$ cat src/rtl/ysyx_23060187_pkg.sv
// Shared constants and types for the ysyx_23060187 instruction fetch unit.
// Holds the IFU state encoding and the default fetch parameters.
package ysyx_23060187_pkg;

  localparam int XLEN = 32;

  localparam logic [XLEN-1:0] RESET_PC_DEFAULT = 32'h8000_0000;
  localparam int              TIMEOUT_DEFAULT  = 1023;

  typedef enum logic [1:0] {
    FETCH_REQ  = 2'd0,
    FETCH_WAIT = 2'd1,
    DELIVER    = 2'd2,
    EXEC_WAIT  = 2'd3
  } ifu_state_e;

  // Only the two low address bits decide word alignment.
  function automatic logic is_word_aligned(input logic [1:0] addr_lo);
    return addr_lo == 2'b00;
  endfunction

endpackage

$ cat src/rtl/ysyx_23060187_timeout_cnt.sv
// Saturating wait-cycle counter for the IFU memory response timeout.
// expired is high during the TIMEOUT-th consecutive enabled cycle.
module ysyx_23060187_timeout_cnt #(
  parameter int TIMEOUT = 1023
) (
  input  logic clk,
  input  logic rst,
  input  logic clear,
  input  logic enable,
  output logic expired
);

  localparam int            CW    = (TIMEOUT < 2) ? 1 : $clog2(TIMEOUT + 1);
  localparam logic [CW-1:0] LIMIT = CW'(TIMEOUT);
  localparam logic [CW-1:0] LAST  = CW'(TIMEOUT - 1);

  logic [CW-1:0] cnt;

  // NOTE: sequential state uses non-blocking assignments so every flop samples
  // pre-edge values; blocking here would create order-dependent simulation.
  always_ff @(posedge clk) begin
    if (!rst) begin
      cnt <= '0;
    end else if (clear) begin
      cnt <= '0;
    end else if (enable && (cnt != LIMIT)) begin
      cnt <= cnt + CW'(1);
    end
  end

  // cnt holds the number of wait cycles already completed before this one.
  assign expired = (cnt >= LAST);

endmodule

$ cat src/rtl/ysyx_23060187_ifu.sv
// Single-outstanding instruction fetch unit: request, wait, deliver, then
// wait for execute to report the next PC before fetching again.
module ysyx_23060187_ifu
  import ysyx_23060187_pkg::*;
#(
  parameter logic [XLEN-1:0] RESET_PC = RESET_PC_DEFAULT,
  parameter int              TIMEOUT  = TIMEOUT_DEFAULT
) (
  input  logic            clk,
  input  logic            rst,
  output logic            mem_req_valid,
  input  logic            mem_req_ready,
  output logic [XLEN-1:0] mem_req_addr,
  input  logic            mem_resp_valid,
  input  logic [XLEN-1:0] mem_resp_data,
  input  logic            mem_resp_err,
  output logic            inst_valid,
  input  logic            inst_ready,
  output logic [XLEN-1:0] inst,
  output logic [XLEN-1:0] inst_pc,
  output logic            inst_err,
  input  logic            wb_valid,
  input  logic [XLEN-1:0] wb_next_pc
);

  ifu_state_e      state;
  logic [XLEN-1:0] pc;
  logic            pc_aligned;
  logic            timed_out;

  assign pc_aligned   = is_word_aligned(pc[1:0]);
  assign mem_req_addr = pc;
  // Reset is the only input term: the request must drop while reset is held
  // yet be visible in the very first cycle after release.
  assign mem_req_valid = rst && (state == FETCH_REQ) && pc_aligned;

  ysyx_23060187_timeout_cnt #(
    .TIMEOUT(TIMEOUT)
  ) u_timeout_cnt (
    .clk    (clk),
    .rst    (rst),
    .clear  (state != FETCH_WAIT),
    .enable (state == FETCH_WAIT),
    .expired(timed_out)
  );

  always_ff @(posedge clk) begin
    if (!rst) begin
      state      <= FETCH_REQ;
      pc         <= RESET_PC;
      inst_valid <= 1'b0;
      inst       <= '0;
      inst_pc    <= '0;
      inst_err   <= 1'b0;
    end else begin
      unique case (state)
        FETCH_REQ: begin
          if (!pc_aligned) begin
            state      <= DELIVER;
            inst_valid <= 1'b1;
            inst       <= '0;
            inst_pc    <= pc;
            inst_err   <= 1'b1;
          end else if (mem_req_ready) begin
            state <= FETCH_WAIT;
          end
        end
        FETCH_WAIT: begin
          // A response in the expiring cycle still wins over the timeout.
          if (mem_resp_valid) begin
            state      <= DELIVER;
            inst_valid <= 1'b1;
            inst       <= mem_resp_data;
            inst_pc    <= pc;
            inst_err   <= mem_resp_err;
          end else if (timed_out) begin
            state      <= DELIVER;
            inst_valid <= 1'b1;
            inst       <= '0;
            inst_pc    <= pc;
            inst_err   <= 1'b1;
          end
        end
        DELIVER: begin
          if (inst_ready) begin
            state      <= EXEC_WAIT;
            inst_valid <= 1'b0;
          end
        end
        EXEC_WAIT: begin
          if (wb_valid) begin
            state <= FETCH_REQ;
            pc    <= wb_next_pc;
          end
        end
        default: state <= FETCH_REQ;
      endcase
    end
  end

endmodule

$ cat config.mk
export PLATFORM = sky130hd
export DESIGN_NAME = ysyx_23060187_ifu
export DESIGN_NICKNAME = d
export VERILOG_FILES = /design/src/rtl/ysyx_23060187_pkg.sv /design/src/rtl/ysyx_23060187_timeout_cnt.sv /design/src/rtl/ysyx_23060187_ifu.sv
export SDC_FILE = /design/constraint.sdc
export NUM_CORES = 1
export LEC_CHECK = 0
export BUFFER_PORTS_ARGS = -buffer_cell sky130_fd_sc_hd__buf_2
export CORE_MARGIN = 4
export CORE_UTILIZATION = 50
export DETAILED_ROUTE_END_ITERATION = 10
export GPL_TIMING_DRIVEN = 0
export PLACE_DENSITY = 0.88
export SLEW_MARGIN = 10
export SYNTH_ARGS = -nofsm -noshare
export SYNTH_HDL_FRONTEND = slang
export SYNTH_SLANG_ARGS = --single-unit
$ cat constraint.sdc
create_clock -name clk -period 4.3 [get_ports clk]
set_input_delay 0.215 -clock clk [delete_from_list [all_inputs] [get_ports clk]]
set_output_delay 0.215 -clock clk [all_outputs]
set_load 0.02 [all_outputs]
After elaboration in Yosys (flattened, before gate mapping)
Index checks and enable logic that the tools add are counted.
Widths: inputs -> output; s select.
{"block": "totals", "regBits": 110, "output_inout_bits": 99, "wordCells": 54, "inputBits": 71}
{"block": "op_classes", "eq_ne": 10, "bitwise_logic": 1, "muxes": 22, "order_cmp": 1, "addsub": 1, "n_reduce_logical": 12}
{"cell": "$mux 32", "count": 6}
{"cell": "$pmux 32 s2", "count": 2}
{"cell": "$mux 2", "count": 6}
{"cell": "$add 10x1->10 const B", "count": 1}
{"cell": "$ge 10x10->1 const B", "count": 1}
{"cell": "$ne 10x10->1 const B", "count": 1}
{"cell": "$pmux 2 s4", "count": 1}
{"cell": "$reduce_and 4->1", "count": 2}
{"cell": "$ne 2x2->1 const B", "count": 3}
{"cell": "$ne 3x3->1 const B", "count": 2}
{"cell": "$mux 1", "count": 5}
{"cell": "$eq 2x2->1 const B", "count": 2}
{"cell": "$logic_not 2->1", "count": 2}
{"cell": "$logic_and 1x1->1", "count": 3}
{"cell": "$pmux 1 s3", "count": 1}
{"cell": "$reduce_and 3->1", "count": 1}
{"cell": "$reduce_bool 3->1", "count": 1}
{"cell": "$eq 2x1->1 const B", "count": 1}
{"cell": "$ne 2x1->1 const B", "count": 1}
{"cell": "$pmux 1 s2", "count": 1}
{"cell": "$reduce_and 2->1", "count": 1}
{"cell": "$reduce_bool 2->1", "count": 1}
{"cell": "$reduce_or 2->1", "count": 1}
{"cell": "$not 1->1", "count": 1}

Depth between registers and ports, before layout
Gate-level depths: netlist of the first run.
{"block": "depth", "depth_word": 4, "mapped_depth": 8, "mapped_depth_nobuf": 6}

Hierarchy
A second synthesis of the first run with hierarchy kept.
{"block": "unflattened", "hier_cells": 453, "hier_area_um2": 4301.6}
{"mod": "ysyx_23060187_ifu", "area_each_um2": 3706.1, "seq_area_each_um2": 2001.9, "cells_each": 390, "instances": 1}
{"mod": "ysyx_23060187_timeout_cnt", "area_each_um2": 595.6, "seq_area_each_um2": 200.2, "cells_each": 63, "instances": 1}

Worst setup path after synthesis of the first run
Ideal clock, no wire load.
{"block": "synth_path", "path_type": "flip-flop to flip-flop", "startpoint": "reg state[0]", "endpoint": "reg inst_err", "t_required_ns": 4.228, "stages_incl_launch_ff": 9, "slack_ns": 2.449, "setup_ns": 0.072, "arrival_ns": 1.779, "period_less_slack_ns": 1.851, "n_path_buf": 2, "path_cell_list": "dfxtp_1 > inv_1 > ha_1 > nor3b_1 > or2_2 > nor3_4 > buf_6 > buf_12 > mux2i_1"}
{"block": "synth_between", "elab_chain_len": 3, "word_cells_on_any_way": 7, "classes_between": "3 x eq/ne; 1 x mux; 3 x reduce/logical"}
{"element": "from (decl)", "line_no": "ysyx_23060187_ifu.sv:26", "source": "ifu_state_e state;"}
{"element": "from (signal assigned)", "line_no": "ysyx_23060187_ifu.sv:49", "source": "state <= FETCH_REQ;"}
{"element": "from (signal assigned)", "line_no": "ysyx_23060187_ifu.sv:59", "source": "state <= DELIVER;"}
{"element": "from (signal assigned)", "line_no": "ysyx_23060187_ifu.sv:65", "source": "state <= FETCH_WAIT;"}
{"element": "$eq 2x1->1 / $logic_not 2->1 (equally long branches)", "line_no": "ysyx_23060187_ifu.sv:56", "source": "unique case (state)"}
{"element": "$ne 3x3->1 (no source line) (tied with other cells)"}
{"element": "$reduce_and 3->1 (no source line)"}
{"element": "to (signal assigned)", "line_no": "ysyx_23060187_ifu.sv:75", "source": "inst_err <= mem_resp_err;"}
{"element": "to (decl)", "line_no": "ysyx_23060187_ifu.sv:21", "source": "output logic inst_err,"}
Parallel ways exist; a longest one is shown, timed or not.
A chain may end at the register's enable or synchronous reset.

Worst setup path after layout of the first run
{"block": "layout_path", "startpoint": "reg state[0]", "endpoint": "reg inst[5]"}
{"block": "layout_between", "elab_chain_len": 3, "word_cells_on_any_way": 7, "classes_between": "3 x eq/ne; 1 x mux; 3 x reduce/logical"}
{"element": "$eq 2x1->1 / $logic_not 2->1 (equally long branches)", "line_no": "ysyx_23060187_ifu.sv:56"}
{"element": "$ne 3x3->1 (no source line) (tied with other cells)"}
{"element": "$reduce_and 3->1 (no source line)"}
{"element": "to (signal assigned)", "line_no": "ysyx_23060187_ifu.sv:73", "source": "inst <= mem_resp_data;"}
{"element": "to (decl)", "line_no": "ysyx_23060187_ifu.sv:19", "source": "output logic [XLEN-1:0] inst,"}
Parallel ways exist; a longest one is shown, timed or not.

==> impl_metrics.toml, run 1 <==
[detailed_routing]
dr_total_vias = 4060
first_pass_iters = 4
drt_iter0_markers = 126
ant_nets = 0
wirelength_um = 11800
wl_per_cell_um = 14.7
drc = 0
via_per_inst = 5.05

[synthesis]
synth_top_area_share_pct = 48.1
ys_types = 40
ys_seq_area_share_pct = 48.1
synth_fa_ha_area_share_pct = 1.64
synth_top_family_by_area = "simple AND/OR/NAND/NOR gates"
synth_compound_area_share_pct = 8.31
syn-cell-area_mm2 = 0.00458
yosysTopAreaCell = "dfxtp_1"
yosysWarningCount = 0
synth_edf_count = 0
synth_xor_xnor_area_share_pct = 0.765
synth_top_flop_cell = "dfxtp_1"
synth.net_count = 590
synth-simple-area-share_pct = 20.9
netlist_instances = 513
syn_area_per_cell_um2 = 8.92
synthArstFlopShare_pct = 0
muxShareOfSynthArea_pct = 14.7
synth-seq-cells = 110
synth_area_leaders = "dfxtp_1, nand2_1, mux2i_1"

[hold_path]
hold_path_class = "input port to flip-flop"

[sta]
setup_viol = 0
tns_ns = 0
rsz0062_at_grt = "no"
fin_hold_ws_ns = 0.0689
slew_viol_final = 0
skew_ns = 0.0152
worst_slack_ns = 2.13
hold_violations = 0
period_minus_slack_ns = 2.17
fin_crit_sh_pct = 50.4
worstMarginPinSlew_ns = 0.574
relSlewSlack_pct = 61.7
fmax_ghz = 0.462

[die]
initial_core_util_pct = 52.0
core_area_mm2 = 0.00881
io_pins = 170
rows = 34
floorplan.die_area_mm2 = 0.0107
die_w_um = 104
die_h_um = 104

[critical_path]
crit_buf_inv = 3
crit_arrival_ns = 2.45
critical-path-max-stage-delay_ns = 0.40
critical_path_class = "flip-flop to flip-flop"
crit_required_ns = 4.58
reg2reg_depth = 8
cp-startpoint = "state[0]$_SDFFE_PN0P_"
start_kind = "flip-flop"
rrSetupSlack_ns = 2.13
crit_path_end = "inst[5]$_SDFFE_PN0P_"
r2r-start = "state[0]$_SDFFE_PN0P_"
critPathMaxFanout = 10
setup.worst_path.end_class = "flip-flop"
r2r-end = "inst[5]$_SDFFE_PN0P_"
path_cells = "inv_1 > ha_1 > nor3b_1 > or2_2 > nor3_4 > buf_6 > buf_12 > mux2i_1"
critical-path-top-delay-family = "simple AND/OR/NAND/NOR gates"
cp_num_cells = 8
critPathSlowestCell = "dfxtp_1"

[layout]
fill_cells = 731
nets = 770
area.sequential_mm2 = 0.00220
stdcell_count = 804
multi_input_area_mm2 = 0.00212
antenna_cells = 0
area_growth_pct = 25.1
layout-drive-gt1-share_pct = 28.4
final_util_pct = 65.0

[placement]
numPortBuffers = 169
dp_slack_ns = 2.15
place_congestion = 0.757
place_inst = 790
dpl.hpwl_um = 9140

[job]
drv_cap = 0

[clocking]
htree_levels = 3
cts_hold_buffers = 0
clkTransAtPathRegs_ns = 0.10
cts_sinks = 110
cts_buffers = 9
cts_tree = "yes"
cts-root-buf = "clkbuf_8"
clk_path_buf_depth = 2
postCtsSetupBuffers = 0
cts_resized = 0
insertion_delay_ns = 0.37

[global_route]
grt_max_degree = 19
grt_pass1_vias = 4036
antenna_found_initial = 0
grt_overflow = 0
grt_pass1_wl_um = 19200
track_usage_pct = 21.4

[outcome]
status = "finished clean"

[pwr]
leakage_nw = 2.45
ir_drop_uv = 220
cellPowerDensity_mw_per_mm2 = 443
-- per-stage QoR --
stage / area [um2] / power, mW
2_1_floorplan: 4580 / 1.81
3_3_place_gp: 5560 / 1.98
3_5_place_dp: 5560 / 2.00
4_1_cts: 5730 / 2.56
5_1_grt: 5730 / 2.65
6_report: 5730 / 2.54
-- synthesized netlist by cell type (3+ instances only) --
library cell / instances
buf_4: 3
a211oi_1: 3
buf_12: 5
mux2i_1: 67
a21boi_0: 31
and3_1: 3
a21oi_1: 4
nand3_1: 5
nor2_1: 7
ha_1: 6
inv_1: 7
clkbuf_1: 25
xnor2_1: 4
nand2_1: 200
dfxtp_1: 110
-- how the worst min path moves through the flow --
stage,slack (ns),cells after the start,endpoint,start
2_1_floorplan,0.34,2,mem_req_addr[31]$_SDFFE_PN1P_,wb_next_pc[31]
3_3_place_gp,0.43,3,mem_req_addr[31]$_SDFFE_PN1P_,wb_next_pc[31]
3_5_place_dp,0.44,3,mem_req_addr[31]$_SDFFE_PN1P_,wb_next_pc[31]
4_1_cts,0.06,3,mem_req_addr[31]$_SDFFE_PN1P_,wb_next_pc[31]
5_1_grt,0.07,3,mem_req_addr[31]$_SDFFE_PN1P_,wb_next_pc[31]
6_report,0.07,3,mem_req_addr[31]$_SDFFE_PN1P_,wb_next_pc[31]
-- cell usage in the layout, fill, tap and decap left out, types with 2 or more instances in the layout --
cell      Yosys  routed
nand2b_1      2       2
buf_12        5       5
inv_1         7       7
nor3b_1       2       2
buf_4         3       3
buf_2         0     169
and2_1        2       2
nor2b_1       2       2
nand3_1       5       5
a21boi_0     31      31
clkbuf_8      0       9
o21ai_0       2       2
a211oi_1      3       3
clkbuf_1     25      25
xnor2_1       4       4
nand2_1     200     200
mux2i_1      67      67
ha_1          6       6
nor2_1        7       7
a21oi_1       4       4
clkinv_4      0       2
a41oi_1       2       2
dfxtp_1     110     110
and3_1        3       3
nor3_1        2       2
and4_1        2       2
-- layout make-up --
type	instances	share of cell area, %
Inverter	7	0.459
Clock buffer	9	2.16
Buffer	35	4.04
Multi-Input combinational cell	361	37.0
Timing Repair Buffer	169	14.8
Tap cell	108	2.36
Sequential cell	110	38.5
Clock inverter	5	0.787
-- state kept, by name, indices dropped and copies added, names as in the netlist --
name,flops
state,2
mem_req_addr,32
inst,32
inst_err,1
u_timeout_cnt.cnt,10
inst_pc,32
inst_valid,1
-- worst register-to-register path, delay by kind of cell, from the launching register on --
kind / cells / cell delay, ns
flip-flops: 1 / 0.40
AND/OR/NAND/NOR: 3 / 0.73
multiplexers: 1 / 0.21
adder cells (fa/ha/maj): 1 / 0.25
buffers and inverters: 3 / 0.49
-- per-layer routing --
layer	wire [um]	global-route usage (%)	vias up
met5	0	0	-
met4	165	7.22	0
met3	923	6.34	17
met2	5720	37.2	145
met1	5030	25.1	1863
li1	-	-	2035
-- where the power goes --
part	internal (mW)	total (mW)	leakage [nW]	switching (mW)
combinational	0.414	0.871	1.48	0.457
sequential	1.07	1.10	0.887	0.0331
clock	0.213	0.566	0.0837	0.353
total	1.70	2.54	2.45	0.843
-- kinds of logic (layout without fill, tap and decap cells) --
kind of cell	count (synthesis)	count (layout)
and+or+nand+nor	233	233
adders and majority gates	6	6
muxes	67	67
DFF	110	110
buffers and inverters	42	225
xor gates and xnor gates	4	4
AOI/OAI and AO/OA	51	51
Note: power is estimated with default switching activity, not from simulation.
==> inputs of run 2 (changes only) <==
--- a/config.mk
+++ b/config.mk
@@ -7,10 +7,10 @@
 export LEC_CHECK = 0
 export BUFFER_PORTS_ARGS = -buffer_cell sky130_fd_sc_hd__buf_2
 export CORE_MARGIN = 4
-export CORE_UTILIZATION = 50
+export CORE_UTILIZATION = 49
 export DETAILED_ROUTE_END_ITERATION = 10
 export GPL_TIMING_DRIVEN = 0
-export PLACE_DENSITY = 0.88
+export PLACE_DENSITY = 0.87
 export SLEW_MARGIN = 10
 export SYNTH_ARGS = -nofsm -noshare
 export SYNTH_HDL_FRONTEND = slang
==> constraint.sdc (replaced) <==
create_clock -name clk -period 2.1 [get_ports clk]
set_input_delay 0.105 -clock clk [delete_from_list [all_inputs] [get_ports clk]]
set_output_delay 0.105 -clock clk [all_outputs]
set_load 0.02 [all_outputs]
==> impl_metrics.toml, run 2 (synthesis gave the netlist of run 1 again) <==
[outcome]
status = "finished clean"

[clocking]
htree_levels = 3
insertion_delay_ns = 0.36
cts-root-buf = "clkbuf_8"
clk_path_buf_depth = 2
clkTransAtPathRegs_ns = 0.10
cts_buffers = 9
cts_sinks = 110
cts_tree = "yes"

[die]
io_pins = 170
die_w_um = 105
floorplan.die_area_mm2 = 0.0110
core_area_mm2 = 0.00915
die_h_um = 105
rows = 35
initial_core_util_pct = 50.0

[global_route]
grt_max_degree = 20
grt_pass1_wl_um = 21900
grt_pass1_vias = 4684
track_usage_pct = 24.0
grt_overflow = 0
antenna_found_initial = 0

[sta]
fin_crit_sh_pct = 93.5
worstMarginPinSlew_ns = 0.564
rsz0062_at_grt = "no"
skew_ns = 0.00901
fmax_ghz = 0.509
fin_hold_ws_ns = 0.00973
hold_violations = 0
relSlewSlack_pct = 62.4
setup_viol = 0
slew_viol_final = 0
period_minus_slack_ns = 1.96

[critical_path]
setup.worst_path.end_class = "flip-flop"
critical_path_class = "flip-flop to flip-flop"
crit_arrival_ns = 2.24
start_kind = "flip-flop"
path_cells = "inv_1 > ha_2 > nor3b_1 > or2_4 > nor3_4 > buf_12 > buf_12 > mux2i_1"
critical-path-top-delay-family = "simple AND/OR/NAND/NOR gates"
crit_required_ns = 2.38
crit_top_cell = "buf_12"
critical-path-max-stage-delay_ns = 0.37
crit_buf_inv = 3
critPathSlowestCell = "dfxtp_2"
critPathMaxFanout = 10

[pwr]
pwr-share-comb_pct = 36.0
pwr-share-clk_pct = 22.7
ir_drop_uv = 476
internal-power_mw = 3.67
cellPowerDensity_mw_per_mm2 = 859
power.switching_mw = 1.80
swShare_pct = 32.9
power_frac_seq_pct = 41.3
leakage_nw = 2.72

[detailed_routing]
ant_nets = 0
wirelength_met1_um = 5420
dr_wl_met2_um = 6810
maxUsedRoutingLayer = "met4"
wirelength_um = 13400
via_per_inst = 5.11
wl_per_cell_um = 15.4
met3_length_um = 839
first_pass_iters = 4
drc = 0
dr_total_vias = 4450
drt_iter0_markers = 158

[placement]
numPortBuffers = 169
place_congestion = 0.827
dpl.hpwl_um = 9040
place_inst = 793

[job]
drv_cap = 0

[layout]
nets = 831
area_growth_pct = 39.3
layout_common_cells = "nand2_1, buf_2, dfxtp_1"
stdcell_count = 870
layout-drive-gt1-share_pct = 27.1
layout_commonest_cell = "nand2_1"
antenna_cells = 0

[hold_path]
hold_path_class = "input port to flip-flop"
[run 2: timing repair]
action / CTS / global route
setup buffers: 2 / 0
pin swaps: 0 / 1
hold endpoints to repair: 58 / 1
hold buffers: 58 / 1
gates cloned: 0 / 0
gates resized for setup: 2 / 5
setup endpoints to repair: 7 / 58
[run 2: final timing paths]
kind	endpoint	slack, ns	cells after the start	start
hold reg to reg	inst_pc[8]$_SDFFE_PN0P_	0.46	2	inst_pc[8]$_SDFFE_PN0P_
setup / recovery	inst[12]$_SDFFE_PN0P_	0.14	8	state[0]$_SDFFE_PN0P_
hold / removal	mem_req_addr[1]$_SDFFE_PN0P_	0.01	3	wb_next_pc[1]
setup reg to reg	inst[12]$_SDFFE_PN0P_	0.14	8	state[0]$_SDFFE_PN0P_
[run 2: layer usage]
layer,GRT usage (%),vias to the layer above
met5,0,-
met4,8.25,0
met3,4.88,27
met2,44.5,159
met1,27.3,2106
li1,-,2158
[run 2: stage by stage]
step	setup TNS (ns)	util [%]	power, mW	instance area (um2)	setup WS (ns)
6_report	0	69.7	5.47	6370	0.135
5_1_grt	0	69.7	5.72	6370	0.0386
4_1_cts	0	69.4	5.46	6350	0.0116
3_5_place_dp	-0.0137	60.8	4.09	5560	-0.00823
2_1_floorplan	0	-	3.70	4580	0.249
3_3_place_gp	0	60.8	4.04	5560	0.0944
[run 2: area by class of cell]
type / count / area [um2]
Buffer: 35 / 240
Clock buffer: 10 / 138
Clock inverter: 6 / 51.3
Fill cell: 713 / 2780
Inverter: 7 / 26.3
Multi-Input combinational cell: 361 / 2120
Sequential cell: 110 / 2200
Tap cell: 111 / 139
Timing Repair Buffer: 230 / 1450
[run 2: worst reg2reg max path, cell delays in order, from the launching register on]
cell and delay (ns):
dfxtp_2 0.37, inv_1 0.07, ha_2 0.21, nor3b_1 0.17, or2_4 0.29, nor3_4 0.22, buf_12 0.19, buf_12 0.15
mux2i_1 0.21
[run 2: power groups by stage]
stage | registers, mW | clock network, mW | logic, mW
2_1_floorplan | 2.39 | 0 | 1.31
5_1_grt | 2.28 | 1.35 | 2.09
3_5_place_dp | 2.30 | 0 | 1.79
6_report | 2.26 | 1.24 | 1.97
4_1_cts | 2.25 | 1.27 | 1.94
3_3_place_gp | 2.29 | 0 | 1.75
